**src/rtl/mult_rr_arbiter.sv**
```systemverilog
// Round-robin front end sharing one pipelined multiplier among requesters.
// A tag pipeline tracks the owner of each in-flight product.
module mult_rr_arbiter #(
  parameter int DATA_WIDTH   = 32,
  parameter int NUM_REQ      = 4,
  parameter int MULT_LATENCY = 3
) (
  input  logic                          clk,
  input  logic                          rst,
  input  logic [NUM_REQ-1:0]            req_valid,
  output logic [NUM_REQ-1:0]            req_ready,
  input  logic [NUM_REQ*DATA_WIDTH-1:0] req_a,
  input  logic [NUM_REQ*DATA_WIDTH-1:0] req_b,
  output logic [DATA_WIDTH-1:0]         mul_a,
  output logic [DATA_WIDTH-1:0]         mul_b,
  input  logic [2*DATA_WIDTH-1:0]       mul_result,
  output logic [NUM_REQ-1:0]            rsp_valid,
  output logic [2*DATA_WIDTH-1:0]       rsp_data,
  output logic                          busy
);

  localparam int IW = (NUM_REQ > 1) ? $clog2(NUM_REQ) : 1;
  localparam int D  = MULT_LATENCY + 1;
  localparam logic [NUM_REQ-1:0] ONE = {{(NUM_REQ-1){1'b0}}, 1'b1};

  logic [IW-1:0]         ptr;
  logic [IW-1:0]         gidx;
  logic                  gany;
  logic                  xfer;
  logic [IW:0]           srch;
  logic [DATA_WIDTH-1:0] win_a;
  logic [DATA_WIDTH-1:0] win_b;
  logic [D-1:0]          tag_v;
  logic [IW-1:0]         tag_idx [D];

  // Scan from ptr upward, wrapping at NUM_REQ; first valid wins.
  always_comb begin
    gany = 1'b0;
    gidx = '0;
    srch = '0;
    for (int k = 0; k < NUM_REQ; k++) begin
      srch = {1'b0, ptr} + (IW+1)'(k);
      if (srch >= (IW+1)'(NUM_REQ))
        srch = srch - (IW+1)'(NUM_REQ);
      if (!gany && req_valid[srch[IW-1:0]]) begin
        gany = 1'b1;
        gidx = srch[IW-1:0];
      end
    end
  end

  always_comb begin
    win_a = '0;
    win_b = '0;
    for (int i = 0; i < NUM_REQ; i++) begin
      if (gidx == IW'(i)) begin
        win_a = req_a[i*DATA_WIDTH +: DATA_WIDTH];
        win_b = req_b[i*DATA_WIDTH +: DATA_WIDTH];
      end
    end
  end

  assign xfer      = gany & ~rst;
  assign req_ready = xfer ? (ONE << gidx) : '0;

  always_ff @(posedge clk) begin
    if (rst) begin
      ptr   <= '0;
      mul_a <= '0;
      mul_b <= '0;
      tag_v <= '0;
      for (int i = 0; i < D; i++)
        tag_idx[i] <= '0;
    end else begin
      if (xfer) begin
        ptr   <= (gidx == IW'(NUM_REQ-1)) ? '0 : gidx + 1'b1;
        mul_a <= win_a;
        mul_b <= win_b;
      end
      tag_v      <= {tag_v[D-2:0], xfer};
      tag_idx[0] <= gidx;
      for (int i = 1; i < D; i++)
        tag_idx[i] <= tag_idx[i-1];
    end
  end

  assign rsp_valid = tag_v[D-1] ? (ONE << tag_idx[D-1]) : '0;
  assign rsp_data  = tag_v[D-1] ? mul_result : '0;
  assign busy      = |tag_v;

endmodule

```
**config.mk**
```make
export PLATFORM = sky130hd
export DESIGN_NAME = mult_rr_arbiter
export DESIGN_NICKNAME = d
export VERILOG_FILES = /design/src/rtl/mult_rr_arbiter.sv
export SDC_FILE = /design/constraint.sdc
export NUM_CORES = 1
export LEC_CHECK = 0
export CAP_MARGIN = 30
export CORE_AREA = 2 2 181 183
export CTS_CLUSTER_SIZE = 16
export DETAILED_ROUTE_END_ITERATION = 8
export DIE_AREA = 0 0 183 185
export HOLD_SLACK_MARGIN = 0.12
export SYNTH_ARGS = -nofsm -noshare
export SYNTH_HDL_FRONTEND = slang
export SYNTH_SLANG_ARGS = --single-unit
```
**constraint.sdc**
```tcl
create_clock -name clk -period 2.97 [get_ports clk]
set_clock_uncertainty 0.1 [all_clocks]
set_input_delay 0.594 -clock clk [delete_from_list [all_inputs] [get_ports clk]]
set_output_delay 0.594 -clock clk [all_outputs]
set_load 0.02 [all_outputs]
```
==> load_flow_metrics.sql <==
INSERT INTO impl_metrics (metric_group, metric, value, unit) VALUES
('status', 'outcome', 'completed', ''),
('global_route', 'grt_pass1_wl', '42750', 'microns'),
('die', 'die_y', '185', 'microns'),
('route', 'wl_per_cell', '19.29', 'microns'),
('cells_and_area', 'drive_above_1_share', '4.987', '%'),
('logic_synthesis', 'syn-instance-count', '718', ''),
('place', 'hpwlAfterDp', '21940', 'microns'),
('setup_path', 'timing.critical_path.required', '2280', 'ps'),
('cells_and_area', 'multi_input_logic_area', '3184', 'sq um'),
('cells_and_area', 'area.growth.synth_to_final', '104.2', '%'),
('clock_network', 'tritoncts.num_buffers', '9', ''),
('timing', 'max_freq', '342.1', 'MHz'),
('logic_synthesis', 'synth.avg_cell_area', '7.316', 'sq um'),
('setup_path', 'r2r_slack', '580', 'ps'),
('worst_hold_path', 'hold_class', 'reg -> reg', ''),
('die', 'io_pins', '463', ''),
('place', 'pre_cts_slack', '-406.8', 'ps'),
('global_route', 'number_of_global_route_vias_before_repair', '7070', ''),
('clock_network', 'numClockSinks', '78', ''),
('logic_synthesis', 'synth-warning-count', '0', ''),
('logic_synthesis', 'netlist_area', '5253', 'sq um'),
('clock_network', 'clk-insertion-delay-late', '340', 'ps'),
('clock_network', 'ctsRootBufferMaster', 'clkbuf_16', ''),
('die', 'start_util', '16.39', '%'),
('logic_synthesis', 'post_synth_edffs', '0', ''),
('cells_and_area', 'final.fill_count', '3363', ''),
('power_and_ir_drop', 'power.static_leakage', '3.989', 'nW'),
('setup_path', 'crit_path_end_kind', 'output port', ''),
('worst_hold_path', 'timing.hold.worst_path_depth', '1', ''),
('timing', 'timing_hold_violations_final', '0', ''),
('timing', 'worst_pin_slew', '765.8', 'ps'),
('clock_network', 'worst_setup_hold_path_clk_slew', '60', 'ps'),
('timing', 'rsz0062_at_grt', 'no', ''),
('route', 'postRouteAntennaNets', '0', ''),
('setup_path', 'worst_r2r_path_depth', '10', ''),
('worst_hold_path', 'min_delay_worst_endpoint', 'tag_idx[2][1]', ''),
('timing', 'finalWorstSetupSlack', '46.50', 'ps'),
('global_route', 'grt_start_max_net_pins', '83', ''),
('route', 'vias', '7137', ''),
('logic_synthesis', 'postSynthNetCount', '1048', ''),
('route', 'drc', '0', ''),
('setup_path', 'critPathKind', 'in -> out', ''),
('clock_network', 'cts_buffer_depth', '2', ''),
('timing', 'setup_total_negative_slack', '0', 'ps'),
('timing', 'maxSlewViolCount', '0', ''),
('clock_network', 'tritoncts', 'done', ''),
('timing', 'report.final.setup_viol', '0', ''),
('power_and_ir_drop', 'cellPowerDensity', '447.6', 'nW/um^2'),
('route', 'post_drt_via_cell_ratio', '4.599', ''),
('route', 'drt-pass1-iter-count', '4', ''),
('setup_path', 'r2r-start', 'ptr[1]', ''),
('setup_path', 'highest_net_fanout_along_the_worst_path', '4', ''),
('clock_network', 'clock_tree.htree_level_count', '3', ''),
('logic_synthesis', 'ys_dominant_reg_cell', 'dfxtp_1', ''),
('setup_path', 'start_kind', 'input pin', ''),
('cells_and_area', 'final_nets', '1468', ''),
('global_route', 'globalRouteOverflowTotal', '0', ''),
('cells_and_area', 'stdcell_area', '10730', 'sq um'),
('place', 'gpl.final_weighted_congestion', '0.8208', ''),
('cells_and_area', 'seqCellArea', '1565', 'sq um'),
('worst_hold_path', 'timing.hold.worst.start', 'tag_idx[1][1]', ''),
('place', 'portBuffers', '462', ''),
('place', 'postPlaceCellArea', '10410', 'sq um'),
('route', 'routed_wire_length', '29940', 'microns'),
('power_and_ir_drop', 'totalPowerFinal', '0.004802', 'W'),
('timing', 'worst_slew_margin_rel', '48.95', '%'),
('power_and_ir_drop', 'power.ir.vdd_worst', '0.2596', 'mV'),
('timing', 'timing.final.crit_period', '2923', 'ps'),
('setup_path', 'cp.arrival', '2230', 'ps'),
('logic_synthesis', 'synth-async-reset-ratio', '0', '%'),
('die', 'floorplan.die_area', '33860', 'sq um'),
('die', 'floorplan.rows', '66', ''),
('die', 'core', '32040', 'sq um'),
('route', 'detail_route.iter0.violations', '227', ''),
('logic_synthesis', 'synth-seq-cells', '78', ''),
('run', 'drv.max_cap_violation_count', '0', ''),
('logic_synthesis', 'sequential_element_share_of_the_synthesized_area', '29.73', '%'),
('global_route', 'antenna_found_initial', '2', ''),
('logic_synthesis', 'synth.distinct_cells', '31', ''),
('global_route', 'grt_use_total', '16.65', '%'),
('timing', 'period_share', '98.43', '%'),
('setup_path', 'reg2reg_to', 'mul_b[25]', ''),
('die', 'die_width', '183', 'microns');
-- layout by cell type, fill, tap and decap left out, types with 2 or more instances in the layout --
master             n
clkdlybuf4s50_1  455
a21oi_1          196
dfxtp_1           77
inv_1             65
and2_1            64
nand3b_1          64
a221o_1           64
o21ai_0           59
buf_4             19
nor2b_1            9
clkbuf_16          9
buf_12             8
and3_1             5
o21ai_1            5
nor2_1             4
nand2_1            4
ha_4               3
clkbuf_1           2
clkinv_4           2
dlygate4sd2_1      2
clkdlybuf4s15_2    2
-- worst max path at each step --
stage,from,cells past startpoint,end,slack [ps]
2_1_floorplan,ptr[1],8,req_ready[3],160
3_3_place_gp,req_valid[0],8,req_ready[1],-370
3_5_place_dp,req_valid[0],8,req_ready[1],-410
4_1_cts,req_valid[1],7,req_ready[2],2
5_1_grt,req_valid[3],6,req_ready[0],7
6_report,req_valid[3],6,req_ready[0],50
-- what timing repair did --
item                                    4_1_cts  5_1_grt
setup buffers                                 0        0
hold buffers                                  0        0
endpoints found under the setup margin        4       35
gates resized for setup                      17        3
-- state kept, by name, indices dropped and copies added, names as in the netlist --
register	cells
mul_a	32
mul_b	32
ptr	2
tag_v	4
tag_idx	8
-- metrics by stage --
stage	instances	utilization, %	hold slack [ps]
floorplan	718	-	313.8
global placement	1535	32.50	320.9
detailed placement	1535	32.50	325.1
CTS	1551	33.47	337.8
global route	1552	33.48	350.8
finish	1552	33.48	336.7
-- synth_stat cells, types with 2 or more instances --
master | count | area share [%]
ha_1 | 4 | 0.95
a221o_1 | 64 | 12
dfxtp_1 | 78 | 30
or4_1 | 2 | 0.29
nand3b_1 | 64 | 9.1
buf_1 | 7 | 0.50
a21oi_1 | 197 | 19
inv_1 | 66 | 4.7
buf_6 | 2 | 0.43
buf_2 | 10 | 0.95
clkbuf_1 | 61 | 4.4
nor2_1 | 4 | 0.29
o21ai_1 | 5 | 0.48
nand2_1 | 4 | 0.29
nor2b_1 | 9 | 1.1
and2_1 | 64 | 7.6
o21ai_0 | 59 | 5.6
and3_1 | 5 | 0.60
-- layer usage --
layer	GRT usage, %	part of all wire, %	vias to the layer above
met5	0	0.043	-
met4	7.072	3.6	2
li1	-	-	3411
met3	4.562	7.5	47
met2	30.20	50	320
met1	18.24	39	3357
-- layout make-up --
type | count | share of cell area (%)
well taps | 408 | 4.759
inverters | 66 | 2.309
repair buffers | 489 | 45.91
clock buffers | 11 | 2.169
clock inverters | 5 | 0.5598
flip-flops and latches | 78 | 14.59
multi-input cells | 494 | 29.68
diodes | 1 | 0.02333
-- critical path, stage by stage --
cell             delay, ps
clkdlybuf4s50_1        540
a21oi_1                130
or3_4                  370
ha_2                   210
and3_1                 140
clkdlybuf4s15_2        250
-- logic make-up after synthesis --
group,synth area share (%)
flip-flops,29.73
AO/OA/AOI/OAI,37.88
adder cells (fa/ha/maj),0.9529
multiplexers,0.1906
buffers and inverters,10.96
AND/OR/NAND/NOR,20.30
-- report_power, final --
group / total, W / leakage, nW / internal (W) / switching [W]
sequential: 0.00132 / 0.646 / 0.00122 / 0.0000956
clock: 0.00115 / 0.140 / 0.000655 / 0.000496
combinational: 0.00233 / 3.20 / 0.00123 / 0.00110
total: 0.00480 / 3.99 / 0.00311 / 0.00169
No activity file was read; power rests on OpenSTA's default activity.
